$ cat src/rtl/mvu_job_ctrl.sv
// Per-MVU job sequencer: latches one bit-serial job on start and emits the
// accumulator, AGU and quantizer control strobes for it, cycle by cycle.
module mvu_job_ctrl #(
    parameter int unsigned BPREC    = 6,
    parameter int unsigned BCNTDWN  = 29,
    parameter int unsigned BQMSBIDX = 5,
    parameter int unsigned QDRAIN   = 32
) (
    input  logic                clk,
    input  logic                rst,
    input  logic                start,
    input  logic                stall,
    input  logic [BPREC-1:0]    cfg_wprecision,
    input  logic [BPREC-1:0]    cfg_iprecision,
    input  logic [BCNTDWN-1:0]  cfg_countdown,
    input  logic [BQMSBIDX-1:0] cfg_quant_msbidx,
    output logic                busy,
    output logic                done,
    output logic                agu_en,
    output logic                acc_clr,
    output logic                acc_sh,
    output logic                quant_clr,
    output logic                quant_start,
    output logic [BQMSBIDX-1:0] quant_msbidx
);

    localparam int unsigned BDRAIN = (QDRAIN > 1) ? $clog2(QDRAIN) : 1;

    typedef enum logic [2:0] {StIdle, StClr, StRun, StDrain, StDone} state_e;

    state_e               state_q, state_d;
    logic [BPREC-1:0]     wprec_q, iprec_q;
    logic [BPREC-1:0]     wcnt_q, wcnt_d, icnt_q, icnt_d;
    logic [BCNTDWN-1:0]   countdown_q, remaining_q, remaining_d;
    logic [BQMSBIDX-1:0]  msbidx_q;
    logic [BDRAIN-1:0]    drain_q, drain_d;
    logic                 quant_start_q, quant_start_d;

    logic                 accept, zero_job;
    logic [BPREC-1:0]     wprec_m1, iprec_m1;
    logic                 i_end, w_end, vec_end, last, first_plane;

    assign accept   = (state_q == StIdle) && start;
    assign zero_job = (cfg_countdown == '0) || (cfg_wprecision == '0) || (cfg_iprecision == '0);

    assign wprec_m1    = wprec_q - BPREC'(1);
    assign iprec_m1    = iprec_q - BPREC'(1);
    assign i_end       = (icnt_q == iprec_m1);
    assign w_end       = (wcnt_q == wprec_m1);
    assign vec_end     = i_end && w_end;
    assign last        = vec_end || (remaining_q == BCNTDWN'(1));
    assign first_plane = (wcnt_q == '0) && (icnt_q == '0);

    always_comb begin
        state_d       = state_q;
        wcnt_d        = wcnt_q;
        icnt_d        = icnt_q;
        remaining_d   = remaining_q;
        drain_d       = drain_q;
        quant_start_d = 1'b0;
        agu_en        = 1'b0;
        acc_clr       = 1'b0;
        acc_sh        = 1'b0;

        case (state_q)
            StIdle: begin
                if (start) begin
                    state_d = zero_job ? StDone : StClr;
                end
            end
            StClr: begin
                acc_clr     = 1'b1;
                wcnt_d      = '0;
                icnt_d      = '0;
                remaining_d = countdown_q;
                state_d     = StRun;
            end
            StRun: begin
                if (!stall) begin
                    agu_en        = 1'b1;
                    acc_clr       = first_plane;
                    acc_sh        = !first_plane;
                    quant_start_d = last;
                    if (remaining_q != '0) begin
                        remaining_d = remaining_q - BCNTDWN'(1);
                    end
                    // icnt is the inner (input bit) loop, wcnt the outer one.
                    if (i_end) begin
                        icnt_d = '0;
                        wcnt_d = w_end ? '0 : wcnt_q + BPREC'(1);
                    end else begin
                        icnt_d = icnt_q + BPREC'(1);
                    end
                    if (remaining_q == BCNTDWN'(1)) begin
                        drain_d = '0;
                        state_d = StDrain;
                    end
                end
            end
            StDrain: begin
                if (drain_q == BDRAIN'(QDRAIN - 1)) begin
                    state_d = StDone;
                end else begin
                    drain_d = drain_q + BDRAIN'(1);
                end
            end
            StDone: begin
                state_d = StIdle;
            end
            default: begin
                state_d = StIdle;
            end
        endcase
    end

    always_ff @(posedge clk) begin
        if (rst) begin
            state_q       <= StIdle;
            wprec_q       <= '0;
            iprec_q       <= '0;
            countdown_q   <= '0;
            msbidx_q      <= '0;
            wcnt_q        <= '0;
            icnt_q        <= '0;
            remaining_q   <= '0;
            drain_q       <= '0;
            quant_start_q <= 1'b0;
        end else begin
            state_q       <= state_d;
            wcnt_q        <= wcnt_d;
            icnt_q        <= icnt_d;
            remaining_q   <= remaining_d;
            drain_q       <= drain_d;
            quant_start_q <= quant_start_d;
            if (accept) begin
                wprec_q     <= cfg_wprecision;
                iprec_q     <= cfg_iprecision;
                countdown_q <= cfg_countdown;
                msbidx_q    <= cfg_quant_msbidx;
            end
        end
    end

    assign busy         = (state_q == StClr) || (state_q == StRun) || (state_q == StDrain);
    assign done         = (state_q == StDone);
    assign quant_clr    = (state_q == StClr);
    assign quant_start  = quant_start_q;
    assign quant_msbidx = msbidx_q;

endmodule
$ cat config.mk
export PLATFORM = sky130hd
export DESIGN_NAME = mvu_job_ctrl
export DESIGN_NICKNAME = d
export VERILOG_FILES = /design/src/rtl/mvu_job_ctrl.sv
export SDC_FILE = /design/constraint.sdc
export NUM_CORES = 1
export LEC_CHECK = 0
export BUFFER_PORTS_ARGS = -buffer_cell sky130_fd_sc_hd__buf_2
export CAP_MARGIN = 20
export CORE_MARGIN = 3
export CORE_UTILIZATION = 42
export DETAILED_ROUTE_END_ITERATION = 8
export SLEW_MARGIN = 20
export SYNTH_ARGS = -nofsm -noshare
export SYNTH_HDL_FRONTEND = slang
export SYNTH_SLANG_ARGS = --single-unit
$ cat constraint.sdc
create_clock -name clk -period 2.05 [get_ports clk]
set_input_delay 0.205 -clock clk [delete_from_list [all_inputs] [get_ports clk]]
set_output_delay 0.205 -clock clk [all_outputs]
set_load 0.05 [all_outputs]
==> metrics.csv <==
stage,metric,value,unit
run_status,status,"finished, violations left",
run_status,violations,setup timing,
run,drv_cap,0,
route,wl_per_cell,15.75,um
worst_setup_path,cp_max_fo,8,
worst_setup_path,worstSetupEndpointType,flip-flop,
timing,relSlewSlack,64.11,%
die,fp.dieW,115.4,um
synthesis,avgSynthCellArea,7.613,um2
synthesis,netlist-cell-type-count,67,
worst_hold_path,hp-class,in -> reg,
clock_tree,clock_path_buffers,2,
worst_setup_path,rrSetupSlack,-30,ps
global_routing,grt_pass1_wl,22690,um
die,core_region_area,11560,um2
global_routing,grt.total_usage,21.25,%
power,powerDensity,1760,nW/um2
finish,stdcell_area,6598,um2
clock_tree,cts_tree,built,
timing,rsz0062_at_grt,yes,
synthesis,synth_area_leaders,"dfxtp_1 38%, nand2_1 12%, a21oi_1 8.9%, nor2_1 2.8%, ha_1 2.7%",
die,initial_utilization,43.45,%
die,die-area,13310,um2
worst_setup_path,critical_path_arrival,2330,ps
route,route.detailed.drc,0,
timing,layout_min_cycle_time,2084,ps
power,leakagePower,2.593,nW
synthesis,synth-seq-cells,96,
synthesis,syn-cell-area,5025,um2
clock_tree,clk_pin_slew_worst_paths,60,ps
timing,drv_slew,0,
clock_tree,htree_num_levels,3,
finish,final_common_cell,nand2_1,
timing,max_freq,0.4798,GHz
worst_setup_path,critical_path.startpoint,iprec_q[0]$_SDFFE_PP0P_,
synthesis,synth_flop_cell,dfxtp_1,
timing,setup-violations-final,15,
die,fp-row-count,39,
die,io_pins,62,
finish,final_cell_mix,"158 x nand2_1, 88 x dfxtp_1, 79 x a21oi_1",
synthesis,synth_edf_count,0,
global_routing,grt_pass1_vias,4610,
global_routing,gr-total-overflow,0,
timing,worst_pin_slew,533.4,ps
synthesis,seq_area_frac_synth,38.25,%
clock_tree,cts_hold_buf,0,
die,die_h,115.4,um
power,vdd_drop_max,0.0009582,V
worst_setup_path,cp.required,2290,ps
worst_setup_path,reg2reg_from,iprec_q[0]$_SDFFE_PP0P_,
route,dr.pass1.iters,5,
global_routing,grt_max_degree,82,
finish,n_antenna_cell,0,
synthesis,syn_inst,660,
global_routing,antenna_found_initial,0,
clock_tree,clock_insertion_delay_worst_skew,350,ps
clock_tree,cts.sinks,96,
finish,syn_to_final_growth,31.30,%
worst_setup_path,cp-start-kind,flip-flop,
route,vias,5059,
placement,hpwl,9694,um
timing,fin_worst_skew,6.046,ps
route,viasPerCell,5.602,
timing,min_period_over_period,101.7,%
timing,hold_viol_final,0,
synthesis,syn_nets,721,
finish,drive_gt1_share,30.13,%
synthesis,synthArstFlopShare,0,%
route,final_antenna_net_count,0,
placement,placedInstanceArea,5783,um2
clock_tree,clock-root-buffer,clkbuf_16,
synthesis,yosysTopAreaCell,dfxtp_1,
placement,gp_congestion,0.8659,
finish,nets,817,
power,total_power,11.61,mW
worst_setup_path,crit_type,reg -> reg,
synthesis,synth_top_area_share,38.25,%
route,drt-initial-drc-count,378,
placement,port_buffers,61,
synthesis,yosysWarningCount,0,
timing,setup_ws,-34.33,ps
route,drt_wl_total,14220,um
clock_tree,cts_buffers,9,
worst_hold_path,hp-start,cfg_quant_msbidx[2],
per-layer routing:
layer,up-vias,part of all wire [%],GRT usage [%]
met5,-,0,0
li1,2496,-,-
met3,12,4.7,3.789
met1,2416,48,30.75
met4,0,1.2,6.260
met2,135,46,32.33
state kept, by name, summed over array words and instances (netlist names):
name / count
state_q: 3
drain_q: 5
wprec_q: 6
countdown_q: 29
icnt_q: 6
iprec_q: 6
quant_msbidx: 5
wcnt_q: 6
remaining_q: 29
quant_start: 1
cells in the mapped netlist, types with 10 or more instances:
cell type,n
a21oi_1,89
clkbuf_1,23
dfxtp_1,96
ha_1,11
inv_1,12
nand2_1,158
nand3_1,15
nor2_1,38
nor3_1,13
nor4_1,15
o21ai_0,27
o21ai_1,14
xnor2_1,13
xor2_1,10
timing repair:
action | CTS | global route
pin swaps | 6 | 47
gates resized for setup | 10 | 83
buffers inserted | 4 | 4
gates cloned | 0 | 3
setup endpoints to repair | 42 | 49
through the flow:
step           hold WS (ps)  setup WS, ps  instances  util (%)  setup TNS (ps)
3_5_place_dp          449.2        -109.4        877     50.01          -640.9
2_1_floorplan         333.4         2.226        660         -               0
5_1_grt               94.47        -155.3        903     57.05           -3445
3_3_place_gp          439.5        -26.49        877     50.01          -60.72
6_report              89.52        -34.33        903     57.05          -238.2
4_1_cts               85.57        -42.45        896     53.78          -237.0
cells by family after synthesis:
group / count (synthesis) / synth area share [%]
compound gates: 182 / 21.69
mux: 2 / 0.3984
buf+inv: 51 / 4.781
simple gates: 295 / 28.14
xor+xnor: 23 / 4.009
flops: 96 / 38.25
fa+ha+maj: 11 / 2.739
final cells by class:
cell class | count | area [um2]
Sequential cell | 96 | 1937
Clock buffer | 9 | 225.2
Tap cell | 143 | 178.9
Inverter | 13 | 51.30
Timing Repair Buffer | 123 | 879.6
Fill cell | 1074 | 4967
Clock inverter | 6 | 132.6
Multi-Input combinational cell | 513 | 3193
path summary, 6_finish.rpt:
kind | to | depth (start not counted)
worst max-delay path | wcnt_q[1]$_SDFFE_PP0P_ | 9
worst min register to register | quant_msbidx[3]$_SDFFE_PP0P_ | 2
worst max register to register | wcnt_q[1]$_SDFFE_PP0P_ | 9
worst min-delay path | quant_msbidx[2]$_SDFFE_PP0P_ | 3
worst max-delay path: stages (launching register included):
cell	delay, ps
dfxtp_2	330
inv_2	40
ha_4	150
nor2b_1	120
or3_1	340
a31o_2	270
o41ai_4	240
buf_2	210
or2_4	190
o21ai_1	80
power by group:
| part | switching [mW] | internal [mW] |
|---|---|---|
| Clock | 0.733 | 1.31 |
| Combinational | 3.87 | 3.16 |
| Sequential | 0.325 | 2.22 |
Power figures use the tool's default switching activity.
